===== src/rtl/rose_arb_pkg.sv =====
// Shared types and helpers for the rising-edge event arbiter.
// Holds the FSM state enum, default sizes and the round-robin search.
package rose_arb_pkg;

  localparam int N_REQ_DEF = 4;
  localparam int CNT_W_DEF = 16;
  localparam int RR_MAX    = 16;

  typedef enum logic {
    IDLE,
    OFFER
  } state_t;

  typedef struct packed {
    logic       any;
    logic [3:0] idx;
  } rr_res_t;

  // First set bit of pend[n-1:0] searching ptr, ptr+1, ... modulo n.
  function automatic rr_res_t rr_first(
    input logic [RR_MAX-1:0] pend,
    input int unsigned       ptr,
    input int unsigned       n
  );
    rr_res_t     r;
    int unsigned j;
    r = '0;
    for (int unsigned k = 0; k < RR_MAX; k++) begin
      j = ptr + k;
      if (j >= n) j = j - n;
      if (k < n && !r.any && pend[j[3:0]]) begin
        r.any = 1'b1;
        r.idx = j[3:0];
      end
    end
    return r;
  endfunction

endpackage


===== src/rtl/rr_pick.sv =====
// Combinational round-robin picker.
// Reports whether any request is set and the first one from rr_ptr.
module rr_pick
  import rose_arb_pkg::*;
#(
  parameter int N_REQ = N_REQ_DEF,
  parameter int ID_W  = $clog2(N_REQ)
) (
  input  logic [N_REQ-1:0] pending,
  input  logic [ID_W-1:0]  rr_ptr,
  output logic             any,
  output logic [ID_W-1:0]  idx
);

  rr_res_t           res;
  logic [RR_MAX-1:0] pend16;

  always_comb begin
    pend16 = RR_MAX'(pending);
    res    = rr_first(pend16, 32'(rr_ptr), N_REQ);
    any    = res.any;
    idx    = res.idx[ID_W-1:0];
  end

endmodule


===== src/rtl/rose_event_arbiter.sv =====
// Rising-edge detector with one pending event per channel,
// serialised round-robin onto a single valid/ready consumer.
module rose_event_arbiter
  import rose_arb_pkg::*;
#(
  parameter int N_REQ = N_REQ_DEF,
  parameter int ID_W  = $clog2(N_REQ),
  parameter int CNT_W = CNT_W_DEF
) (
  input  logic             clk,
  input  logic             rst,
  input  logic [N_REQ-1:0] sig_in,
  output logic             evt_valid,
  output logic [ID_W-1:0]  evt_id,
  input  logic             evt_ready,
  output logic [N_REQ-1:0] ovf,
  input  logic             ovf_clr,
  output logic [CNT_W-1:0] evt_count
);

  state_t           state;
  state_t           state_n;
  logic [N_REQ-1:0] prev;
  logic [N_REQ-1:0] pending;
  logic [N_REQ-1:0] rise;
  logic [N_REQ-1:0] acc_vec;
  logic [ID_W-1:0]  rr_ptr;
  logic [ID_W-1:0]  ptr_n;
  logic [ID_W-1:0]  id_n;
  logic [ID_W-1:0]  id_inc;
  logic             valid_n;
  logic             accept;
  logic             pick_any;
  logic [ID_W-1:0]  pick_idx;

  rr_pick #(
    .N_REQ (N_REQ),
    .ID_W  (ID_W)
  ) u_pick (
    .pending (pending),
    .rr_ptr  (rr_ptr),
    .any     (pick_any),
    .idx     (pick_idx)
  );

  assign accept  = evt_valid & evt_ready;
  assign rise    = sig_in & ~prev;
  assign acc_vec = accept ? (N_REQ'(1) << evt_id) : '0;
  assign id_inc  = (evt_id == ID_W'(N_REQ - 1)) ? '0 : evt_id + 1'b1;

  always_ff @(posedge clk) begin
    if (rst) begin
      prev      <= sig_in;
      pending   <= '0;
      ovf       <= '0;
      evt_count <= '0;
    end else begin
      prev    <= sig_in;
      pending <= (pending & ~acc_vec) | rise;
      // a fresh drop beats a simultaneous clear
      ovf     <= (ovf_clr ? '0 : ovf) | (rise & pending & ~acc_vec);
      if (accept && evt_count != '1)
        evt_count <= evt_count + 1'b1;
    end
  end

  always_ff @(posedge clk) begin
    if (rst) begin
      state     <= IDLE;
      evt_valid <= 1'b0;
      evt_id    <= '0;
      rr_ptr    <= '0;
    end else begin
      state     <= state_n;
      evt_valid <= valid_n;
      evt_id    <= id_n;
      rr_ptr    <= ptr_n;
    end
  end

  always_comb begin
    state_n = state;
    valid_n = evt_valid;
    id_n    = evt_id;
    ptr_n   = rr_ptr;
    unique case (state)
      IDLE: begin
        valid_n = 1'b0;
        if (pick_any) begin
          valid_n = 1'b1;
          id_n    = pick_idx;
          state_n = OFFER;
        end
      end
      OFFER: begin
        if (evt_ready) begin
          valid_n = 1'b0;
          ptr_n   = id_inc;
          state_n = IDLE;
        end
      end
      default: begin
        valid_n = 1'b0;
        state_n = IDLE;
      end
    endcase
  end

endmodule

===== config.mk =====
export PLATFORM = sky130hd
export DESIGN_NAME = rose_event_arbiter
export DESIGN_NICKNAME = d
export VERILOG_FILES = /design/src/rtl/rose_arb_pkg.sv /design/src/rtl/rr_pick.sv /design/src/rtl/rose_event_arbiter.sv
export SDC_FILE = /design/constraint.sdc
export NUM_CORES = 1
export LEC_CHECK = 0
export CORE_MARGIN = 2
export CORE_UTILIZATION = 55
export DETAILED_ROUTE_END_ITERATION = 12
export PLACE_DENSITY = 0.83
export SYNTH_ARGS = -nofsm -noshare
export SYNTH_HDL_FRONTEND = slang
export SYNTH_SLANG_ARGS = --single-unit

===== constraint.sdc =====
create_clock -name clk -period 6.5 [get_ports clk]
set_input_delay 0.975 -clock clk [delete_from_list [all_inputs] [get_ports clk]]
set_output_delay 0.975 -clock clk [all_outputs]
set_load 0.05 [all_outputs]

# --- Yosys cells after proc, flatten, opt, wreduce, memory -nomap -nowiden ---
# Index checks and enable logic that the tools add are counted.
totals:
  ff_bits: 34
  input_bits: 8
  output_inout_bits: 23
  word_cells: 72
op_classes:
  add_sub_neg: 9
  magnitude_cmp: 8
  eq_ne: 3
  shifts: 1
  muxes: 24
  bitwise_logic: 10
  n_reduce_logical: 9
op_table:
  columns: ["operator", "n"]
  rows:
  - ["32-bit by 3-bit greater-or-equal comparator with 1-bit output (second input constant)", 3]
  - ["4-bit 2-to-1 mux", 6]
  - ["4-bit by 5-bit less-than comparator with 1-bit output (second input constant)", 4]
  - ["5-bit 2-to-1 mux", 4]
  - ["16-bit by 1-bit adder with 16-bit output (second input constant)", 1]
  - ["4-bit bitwise AND", 4]
  - ["1-bit binary-select mux with 4-bit select", 4]
  - ["16-bit inequality test (second input constant)", 1]
  - ["4-bit by 3-bit subtractor with 4-bit output (second input constant)", 3]
  - ["4-bit NOT", 2]
  - ["4-bit OR", 2]
  - ["1-bit 2-to-1 mux", 7]
  - ["2-bit by 2-bit adder with 3-bit output (second input constant)", 2]
  - ["1-bit logical AND", 4]
  - ["1-bit one-hot mux with 2 select lines", 2]
  - ["2-bit AND reduction", 2]
  - ["1-bit by 2-bit << shifter with 4-bit output (first input constant)", 1]
  - ["2-bit by 3-bit subtractor with 4-bit output (second input constant)", 1]
  - ["2-bit by 1-bit adder with 3-bit output (second input constant)", 1]
  - ["2-bit by 3-bit greater-or-equal comparator with 1-bit output (second input constant)", 1]
  - ["1-bit logical NOT", 3]
  - ["2-bit by 1-bit adder with 2-bit output (second input constant)", 1]
  - ["2-bit == test (second input constant)", 1]
  - ["2-bit 2-to-1 mux", 1]
  - ["other kinds (3)", 3]

# --- Longest topological paths before layout ---
# Gate-level depths: netlist (run 1).
logic_depth:
  depth_word: 16
  depth_mapped: 9
  depth_no_buf: 7

# --- Cells and area by module ---
# From an unflattened synthesis (run 1), not the netlist that was laid out.
hier_totals:
  cells_unflattened: 204
  area_unflattened_um2: 1809.2
modules_own_cells:
  columns: ["module", "n_inst", "cells_per_inst", "area_per_inst_um2", "seq_area_each_um2"]
  rows:
  - ["rose_event_arbiter", 1, 165, 1498.9, 680.7]
  - ["rr_pick", 1, 39, 310.3, 0.0]

# --- Worst setup path before layout (run 1) ---
# No wires, ideal clock.
synth_timing:
  kind: "reg-to-reg"
  startpoint: "reg rr_ptr[0]"
  endpoint: "reg evt_id[1]"
  setup_time_ns: 0.079
  arrival_ns: 2.456
  required_ns: 6.421
  slack_ns: 3.965
  stages_incl_launch_ff: 10
  n_path_buf: 2
  period_less_slack_ns: 2.535
  cell_sequence: "dfxtp_1 buf_1 inv_1 ha_1 clkbuf_1 mux2_2 a221oi_2 nand4_2 and3_4 a211oi_2"
synth_via:
  elab_chain_cells: 15
  word_cells_on_any_way: 34
  cone_classes: "add/sub: 7; order compare: 4; mux: 16; reduce/logical: 7"
synth_lines:
  columns: ["element", "line", "source"]
  rows:
  - ["from (decl)", "rose_event_arbiter.sv:27", "logic [ID_W-1:0] rr_ptr;"]
  - ["from (signal assigned)", "rose_event_arbiter.sv:77", "rr_ptr <= ptr_n;"]
  - ["branches (longest 13 deep; another with 32-bit by 3-bit greater-or-equal comparator with 1-bit output)", null, null]
  - ["5-bit 2-to-1 mux *", "rose_arb_pkg.sv:31", "if (k < n && !r.any && pend[j[3:0]]) begin"]
  - ["2-bit AND reduction (no line)", null, null]
  - ["to (signal assigned)", "rose_event_arbiter.sv:76", "evt_id <= id_n;"]
  - ["to (decl)", "rose_event_arbiter.sv:14", "output logic [ID_W-1:0] evt_id,"]
# Mark *: on every way between the ends. The select of a mux whose other input is x is not followed.
# A chain may end at the register's enable or synchronous reset.

# --- Final worst setup path (run 1) ---
layout_timing:
  startpoint: "reg evt_count[4]"
  endpoint: "out evt_count[4]"
layout_lines:
  columns: ["element", "line", "source"]
  rows:
  - ["from (decl)", "rose_event_arbiter.sv:18", "output logic [CNT_W-1:0] evt_count"]
  - ["from (signal assigned)", "rose_event_arbiter.sv:63", "evt_count <= evt_count + 1'b1;"]
# No word-level cell between the ends.

==> results of run 1 <==
==> worst register-to-register path: cells and delay by family, from the launching register on <==
kind                     cells  cell delay (ns)
AND/OR/NAND/NOR              2             0.49
AO/OA/AOI/OAI                2             0.33
buffers and inverters        1             0.13
flip-flops                   1             0.66
multiplexers                 1             0.39
adder cells (fa/ha/maj)      1             0.45
==> power by group through the flow <==
stage                     Clock [mW]  Sequential (mW)  Combinational [mW]
after floorplan                    0            0.261              0.0742
after global placement             0            0.245               0.119
after detailed placement           0            0.246               0.121
after CTS                      0.199            0.242               0.123
after global routing           0.210            0.244               0.133
final                          0.197            0.242               0.122
==> final cells by class <==
type,count,area [um2],area share
clock inverters,3,68.8,0.0312
repair buffers,30,300,0.136
multi-input cells,152,1030,0.467
inverters,9,33.8,0.0153
flip-flops and latches,34,681,0.309
well taps,44,55.1,0.0250
clock buffers,5,37.5,0.0170
==> registers in the layout (all words and copies together) (netlist names) <==
| name | count |
|---|---|
| rr_ptr | 2 |
| ovf | 4 |
| pending | 4 |
| evt_count | 16 |
| prev | 4 |
| evt_valid | 1 |
| state | 1 |
| evt_id | 2 |
==> path summary, 6_finish.rpt <==
kind	endpoint	slack [ns]
worst min-delay path	ovf[2]$_SDFF_PP0_	0.48
worst max-delay path	evt_count[4]	3.81
worst max register to register	evt_id[0]$_SDFFE_PP0P_	3.95
worst min register to register	ovf[2]$_SDFF_PP0_	0.48
==> synth_stat cells (2+ instances only) <==
cell       count
mux2i_1        5
nor3_1         5
xor2_1         3
nand4_1        6
and4_1         2
nor4b_1        2
ha_1           9
xnor2_1        9
nand2b_1       9
a21oi_1       20
mux2_2         4
o21ai_0        2
nand3_1        7
clkbuf_1       5
o2111ai_1      2
inv_1          9
or2_2          4
nand2_1       17
dfxtp_1       34
a211oi_1       2
or3_1          2
nor2_1        19
and2_1         2
buf_2          3
==> cells by family after synthesis <==
group                    synth area share
AND/OR/NAND/NOR                     0.252
AO/OA/AOI/OAI                       0.135
flip-flops                          0.380
buffers and inverters              0.0461
XOR/XNOR                           0.0586
multiplexers                       0.0656
adder cells (fa/ha/maj)            0.0628
==> stage by stage <==
stage	cell area, um2	utilization	setup WS (ns)
2_1_floorplan	1790	-	3.96
3_3_place_gp	2100	0.682	3.72
3_5_place_dp	2100	0.682	3.66
4_1_cts	2210	0.717	3.84
5_1_grt	2210	0.717	3.74
6_report	2210	0.717	3.81
==> metal layers <==
layer | up-vias | GRT usage
li1 | 775 | -
met1 | 708 | 0.278
met2 | 40 | 0.368
met3 | 4 | 0.0567
met4 | 0 | 0.0776
met5 | - | 0
==> flow_summary.yaml, run 1 <==
status:
  status: "complete, no violations"
power_and_ir_drop:
  seqPwrFrac: 0.431
  p_int_mw: 0.394
  p_leak_nw: 0.746
  cellPowerDensity_mw_per_mm2: 254
  ir_drop_mv: 0.235
  sw_frac_of_total: 0.296
  power.total_mw: 0.560
  p_sw_mw: 0.166
  p_comb_frac: 0.218
  clockPowerShare: 0.351
synthesis:
  syn_avg_cell_area_um2: 8.75
  syn-cell-area_mm2: 0.00179
  synth_async_sr_flop_share: 0
  synth_seq_area_share: 0.380
  ys.flop_type: "dfxtp_1"
  yosys.area.top_type: "dfxtp_1"
  synthesis.nets: 222
  synth_edf_count: 0
  synth.top_cell.area_share: 0.380
  synth_cell_type_count: 47
  synthCells: 205
  synth.area.top_cells: "dfxtp_1, ha_1, a21oi_1"
  synth-seq-cells: 34
  ys_warn_count: 0
cts:
  cts-htree-levels: 2
  worstSkewPairLatency_ns: 0.34
  post_cts_resized: 0
  clockBufferDepth: 2
  clk_pin_slew_ns: 0.12
  cts_tree: "done"
  clock_sinks: 34
  numCtsBuffers: 5
  cts_root_buf: "clkbuf_4"
  ctsHoldBuffers: 0
  cts_setup_buffers: 0
sta:
  maxSlewViolCount: 0
  hold_viol: 0
  min_period_ns: 2.69
  clock_skew_ns: 0.0142
  rsz0062_at_grt: "no"
  max_slew_margin: 0.281
  whs_ns: 0.485
  setup-tns-final_ns: 0
  tightestPinTransition_ns: 1.07
  setup-violations-final: 0
  fin_crit_sh: 0.413
  max_freq_mhz: 372
route:
  highest_layer: "met4"
  num_vias: 1527
  remaining_drc_errors: 0
  routed_wl_um: 3770
  wl_per_cell_um: 13.6
  wl_met3_um: 183
  via_per_inst: 5.51
  route.met2.wl_um: 1780
  wirelength_met1_um: 1770
  drtIter0Drc: 99
  drtAntennaViolNets: 0
  detail_route.first_pass.iterations: 4
critical_path:
  critical-path-top-delay-family: "buffers and inverters"
  crit_path_start: "evt_count[4]$_SDFFE_PP0P_"
  crit_path_end_kind: "output pin"
  r2r_start: "rr_ptr[0]$_SDFFE_PP0P_"
  cp_slowest_cell: "clkdlybuf4s50_1"
  cp_num_buf_inv: 1
  critPathMaxStageDelay_ns: 0.87
  arrival_ns: 1.71
  cp_max_fo: 7
  cp_data_required_time_ns: 5.52
  critPathKind: "reg2out"
  reg2reg_depth: 7
  cp-start-kind: "register"
  worstSetupPathDepth: 1
  cp_cell_sequence: "clkdlybuf4s50_1"
floorplanning:
  start_util: 0.583
  core_mm2: 0.00308
  die_h_um: 61.1
  die_area_mm2: 0.00373
  io_pins: 31
  die_w_um: 61.1
  num_rows: 20
grt:
  grt_max_degree: 30
  overflow: 0
  grt_pass1_vias: 1376
  track_usage: 0.221
  grt_pass1_wl_um: 6090
  antenna_found_initial: 0
flow_run:
  maxCapViolCount: 0
finish:
  final.fill_count: 252
  num_antenna_cells: 0
  layout_common_cells: "dfxtp_1, clkdlybuf4s50_1, a21oi_1"
  areaGrowthSynthToFinish_pct: 23.0
  final_common_cell: "dfxtp_1"
  drive_gt1_frac: 0.0987
  fin_nets: 249
  final_cell_count_no_fill: 277
placed_design:
  routabilityCongestion: 0.864
  numPortBuffers: 30
  dpl.cell_count: 269
  hpwl_um: 2530
worst_hold_path:
  hold_class: "reg2reg"
  hold_start: "ovf[2]$_SDFF_PP0_"
  whs_path_depth: 2
(Power assumes the default switching activity.)
==> inputs of run 2 (changes only) <==
--- a/config.mk
+++ b/config.mk
@@ -6,9 +6,9 @@
 export NUM_CORES = 1
 export LEC_CHECK = 0
 export CORE_MARGIN = 2
-export CORE_UTILIZATION = 55
+export CORE_UTILIZATION = 52
 export DETAILED_ROUTE_END_ITERATION = 12
-export PLACE_DENSITY = 0.83
+export PLACE_DENSITY = 0.79
 export SYNTH_ARGS = -nofsm -noshare
 export SYNTH_HDL_FRONTEND = slang
 export SYNTH_SLANG_ARGS = --single-unit
==> constraint.sdc (replaced) <==
create_clock -name clk -period 2.6 [get_ports clk]
set_input_delay 0.39 -clock clk [delete_from_list [all_inputs] [get_ports clk]]
set_output_delay 0.39 -clock clk [all_outputs]
set_load 0.05 [all_outputs]
==> run 2 against run 1 <==
Against the previous run: utilization shrank 5.3 points; critical endpoint is now evt_id[1]$_SDFFE_PP0P_; clock power grew 97%; flip-flop and latch count is the same.
==> flow_summary.yaml, run 2 (synthesized netlist as in run 1, its figures left out) <==
critical_path:
  crit_path_end_kind: "register"
  arrival_ns: 2.44
  cp-start-kind: "register"
  crit_path_start: "rr_ptr[0]$_SDFFE_PP0P_"
  critPathKind: "reg2reg"
  cp_max_fo: 7
  r2r_start: "rr_ptr[0]$_SDFFE_PP0P_"
  cp_data_required_time_ns: 2.86
power_and_ir_drop:
  power.total_mw: 1.31
  cellPowerDensity_mw_per_mm2: 591
  ir_drop_mv: 0.345
  clockPowerShare: 0.297
  p_int_mw: 0.892
  sw_frac_of_total: 0.318
  seqPwrFrac: 0.452
  p_leak_nw: 0.749
  p_sw_mw: 0.416
  p_comb_frac: 0.251
sta:
  tightestPinTransition_ns: 0.525
  maxSlewViolCount: 0
  min_period_ns: 2.18
  whs_ns: 0.481
  max_slew_margin: 0.641
  hold_viol: 0
  clock_skew_ns: 0.0128
  max_freq_mhz: 459
  fin_ws_ns: 0.423
  rsz0062_at_grt: "no"
  setup-violations-final: 0
  setup-tns-final_ns: 0
  fin_crit_sh: 0.837
floorplanning:
  die_w_um: 62.7
  die_area_mm2: 0.00393
  die_h_um: 62.7
  io_pins: 31
  start_util: 0.537
  core_mm2: 0.00334
  num_rows: 21
grt:
  track_usage: 0.207
  grt_pass1_vias: 1500
  grt_max_degree: 17
  grt_pass1_wl_um: 6560
  antenna_found_initial: 0
  overflow: 0
flow_run:
  maxCapViolCount: 0
finish:
  design_area_mm2: 0.00221
  num_antenna_cells: 0
  final_cell_count_no_fill: 283
  layout_common_cells: "dfxtp_1, clkdlybuf4s50_1, a21oi_1"
  final.fill_count: 288
  drive_gt1_frac: 0.114
  final_common_cell: "dfxtp_1"
  regMostFlops: "evt_count"
  areaGrowthSynthToFinish_pct: 23.5
  largest_reg_flops: 16
  fin_nets: 253
  fin_util: 0.664
placed_design:
  numPortBuffers: 30
  routabilityCongestion: 0.861
  dp_slack_ns: 0.395
  placed_area_mm2: 0.00213
  dpl.cell_count: 275
  hpwl_um: 2780
cts:
  clockBufferDepth: 2
  cts_root_buf: "clkbuf_4"
  worstSkewPairLatency_ns: 0.34
  cts_setup_buffers: 0
  cts-htree-levels: 2
  post_cts_resized: 0
  clock_sinks: 34
  clk_pin_slew_ns: 0.11
  ctsHoldBuffers: 0
  numCtsBuffers: 5
  cts_tree: "done"
route:
  remaining_drc_errors: 0
  num_vias: 1567
  via_per_inst: 5.54
  detail_route.first_pass.iterations: 4
  routed_wl_um: 3810
  wl_per_cell_um: 13.4
  drtIter0Drc: 123
  drtAntennaViolNets: 0
worst_hold_path:
  hold_class: "reg2reg"
  hold_start: "ovf[2]$_SDFF_PP0_"
status:
  status: "complete, no violations"
run 2: cell types whose count changed in the layout (fill, tap and decap cells not counted):
cell        before  now
clkinv_4         1    0
bufinv_16        2    1
buf_4            0    4
clkinvlp_4       0    2
run 2: per-layer routing:
metal	vias up	routed length (um)	track usage
met4	0	59	0.0833
li1	782	-	-
met5	-	0	0
met1	747	1650	0.239
met2	31	1940	0.367
met3	7	157	0.0468
run 2: cell type report:
class                      instances  area, um2  share of cell area
clock buffer                       5       37.5              0.0169
clock inverter                     3       45.0              0.0203
inverter                           9       33.8              0.0153
multi-input combinational        152       1030               0.465
sequential                        34        681               0.307
tap                               46       57.6              0.0260
timing repair buffer              34        330               0.149
run 2: worst max-delay path: stages, from the launching register on:
cell and delay, ns:
dfxtp_1 0.35, inv_1 0.07, ha_1 0.43, mux2_2 0.39
a221oi_2 0.28, nand4_2 0.19, and3_4 0.21, a211oi_2 0.19
run 2: power groups by stage:
stage | Clock, mW | Sequential, mW | Combinational (mW)
finish | 0.389 | 0.592 | 0.328
floorplan | 0 | 0.652 | 0.185
detailed placement | 0 | 0.603 | 0.327
CTS | 0.399 | 0.591 | 0.329
global placement | 0 | 0.601 | 0.317
global route | 0.424 | 0.598 | 0.355
run 2: final timing paths:
| kind | end | cells past startpoint | slack [ns] |
|---|---|---|---|
| max | evt_id[1]$_SDFFE_PP0P_ | 7 | 0.42 |
| min | ovf[2]$_SDFF_PP0_ | 2 | 0.48 |
| max reg2reg | evt_id[1]$_SDFFE_PP0P_ | 7 | 0.42 |
| min reg2reg | ovf[2]$_SDFF_PP0_ | 2 | 0.48 |
==> inputs of run 3 (changes only) <==
==> constraint.sdc (replaced) <==
create_clock -name clk -period 2.2 [get_ports clk]
set_input_delay 0.33 -clock clk [delete_from_list [all_inputs] [get_ports clk]]
set_output_delay 0.33 -clock clk [all_outputs]
set_load 0.05 [all_outputs]
==> run 3 against run 2 <==
Against the previous run: highest routed layer unchanged; largest cell class unchanged; worst setup slack got worse by 0.25 ns; critical path type unchanged; via count decreased by 1.4%; hold slack got worse by 0.036 ns.
==> flow_summary.yaml, run 3 (synthesized netlist as in run 1, its figures left out) <==
status:
  status: "complete, no violations"
cts:
  clock_sinks: 34
  cts_setup_buffers: 0
  numCtsBuffers: 5
  cts-htree-levels: 2
  worstSkewPairLatency_ns: 0.35
  clockBufferDepth: 2
  clk_pin_slew_ns: 0.12
  cts_root_buf: "clkbuf_4"
  cts_tree: "done"
grt:
  overflow: 0
  grt_pass1_vias: 1451
  track_usage: 0.208
  grt_pass1_wl_um: 6510
  antenna_found_initial: 0
  grt_max_degree: 19
worst_hold_path:
  hold_start: "sig_in[0]"
  hold_class: "in2reg"
  min_to: "prev[0]$_DFF_P_"
  whs_path_depth: 1
finish:
  areaGrowthSynthToFinish_pct: 26.7
  multi_input_area_mm2: 0.00104
  largest_reg_flops: 16
  regMostFlops: "evt_count"
  num_antenna_cells: 0
  layout_common_cells: "dfxtp_1, clkdlybuf4s50_1, a21oi_1"
  drive_gt1_frac: 0.126
  register_area_um2: 682
  fin_nets: 254
  final_common_cell: "dfxtp_1"
  final.fill_count: 271
  design_area_mm2: 0.00227
floorplanning:
  die_w_um: 62.7
  start_util: 0.537
  die_area_mm2: 0.00393
  die_h_um: 62.7
  io_pins: 31
  core_mm2: 0.00334
  num_rows: 21
critical_path:
  r2r_slack_ns: 0.17
  cp_slowest_cell: "mux2_2"
  r2r_start: "rr_ptr[1]$_SDFFE_PP0P_"
  cp-start-kind: "register"
  cp_max_fo: 7
  cp_cell_sequence: "inv_1, ha_4, mux2_2, a221oi_2, nand4_2, and3_4, a211oi_2"
  crit_path_end_kind: "register"
  critical-path-top-delay-family: "compound AO/OA/AOI/OAI gates"
  reg2reg_depth: 7
  timing.rr.end: "evt_id[1]$_SDFFE_PP0P_"
  critPathMaxStageDelay_ns: 0.36
  critPathKind: "reg2reg"
  cp_data_required_time_ns: 2.48
  cp_num_buf_inv: 1
  arrival_ns: 2.31
route:
  drtIter0Drc: 93
  remaining_drc_errors: 0
  wl_per_cell_um: 13.3
  via_per_inst: 5.44
  num_vias: 1545
  routed_wl_um: 3790
  drtAntennaViolNets: 0
  detail_route.first_pass.iterations: 4
power_and_ir_drop:
  ir_drop_mv: 0.422
  cellPowerDensity_mw_per_mm2: 744
  p_leak_nw: 0.778
flow_run:
  maxCapViolCount: 0
sta:
  maxSlewViolCount: 0
  max_freq_mhz: 493
  max_slew_margin: 0.635
  setup-tns-final_ns: 0
  min_period_ns: 2.03
  hold_viol: 0
  whs_ns: 0.445
  rsz0062_at_grt: "no"
  setup-violations-final: 0
  tightestPinTransition_ns: 0.546
  fin_crit_sh: 0.922
  clock_skew_ns: 0.0154
placed_design:
  numPortBuffers: 30
  placed_area_mm2: 0.00215
  hpwl_um: 2720
  routabilityCongestion: 0.906
-- run 3: area by class of cell --
| class | instances | share of cell area |
|---|---|---|
| Inverter | 9 | 0.0149 |
| Tap cell | 46 | 0.0253 |
| Clock buffer | 5 | 0.0165 |
| Sequential cell | 34 | 0.300 |
| Multi-Input combinational cell | 152 | 0.459 |
| Clock inverter | 3 | 0.0303 |
| Timing Repair Buffer | 35 | 0.154 |
-- run 3: report_power, final --
part,internal [mW],total [mW],switching (mW),leakage [nW]
logic,0.177,0.406,0.229,0.445
registers,0.654,0.699,0.0457,0.278
clock network,0.355,0.584,0.229,0.0554
total,1.19,1.69,0.504,0.778
-- run 3: worst reg2reg max path, delay by kind of cell, from the launching register on --
family	cells	cell delay [ns]
AOI/OAI and AO/OA	2	0.45
adders and majority gates	1	0.32
buffers and inverters	1	0.08
DFF	1	0.35
muxes	1	0.36
and+or+nand+nor	2	0.40
-- run 3: worst max-delay path by stage --
stage	startpoint	endpoint	slack (ns)	cells past startpoint
final	rr_ptr[1]$_SDFFE_PP0P_	evt_id[1]$_SDFFE_PP0P_	0.17	7
after global routing	rr_ptr[0]$_SDFFE_PP0P_	evt_id[1]$_SDFFE_PP0P_	0.07	7
after CTS	rr_ptr[1]$_SDFFE_PP0P_	evt_id[1]$_SDFFE_PP0P_	0.05	7
after detailed placement	rr_ptr[1]$_SDFFE_PP0P_	evt_id[1]$_SDFFE_PP0P_	0.07	7
after global placement	evt_ready	evt_count[9]$_SDFFE_PP0P_	0.14	6
after floorplan	rr_ptr[0]$_SDFFE_PP0P_	evt_id[1]$_SDFFE_PP0P_	0.006	9
-- run 3: timing repair --
action,4_1_cts,5_1_grt
setup endpoints to repair,0,2
hold buffers,0,0
gates resized for setup,0,2
-- run 3: stage by stage --
stage                     setup slack [ns]  cells  power, mW  utilization
after floorplan                    0.00615    205      0.997            -
after global placement               0.145    276       1.10        0.645
after detailed placement            0.0669    276       1.11        0.645
after CTS                           0.0470    284       1.69        0.677
after global routing                0.0667    284       1.77        0.681
final                                0.172    284       1.69        0.681
-- run 3: layer usage --
layer / wire (um) / vias to the layer above / part of all wire / GRT usage
met2: 1820 / 28 / 0.48 / 0.359
li1: - / 784 / - / -
met5: 0 / - / 0 / 0
met1: 1770 / 728 / 0.47 / 0.250
met3: 146 / 5 / 0.039 / 0.0577
met4: 51 / 0 / 0.013 / 0.0694
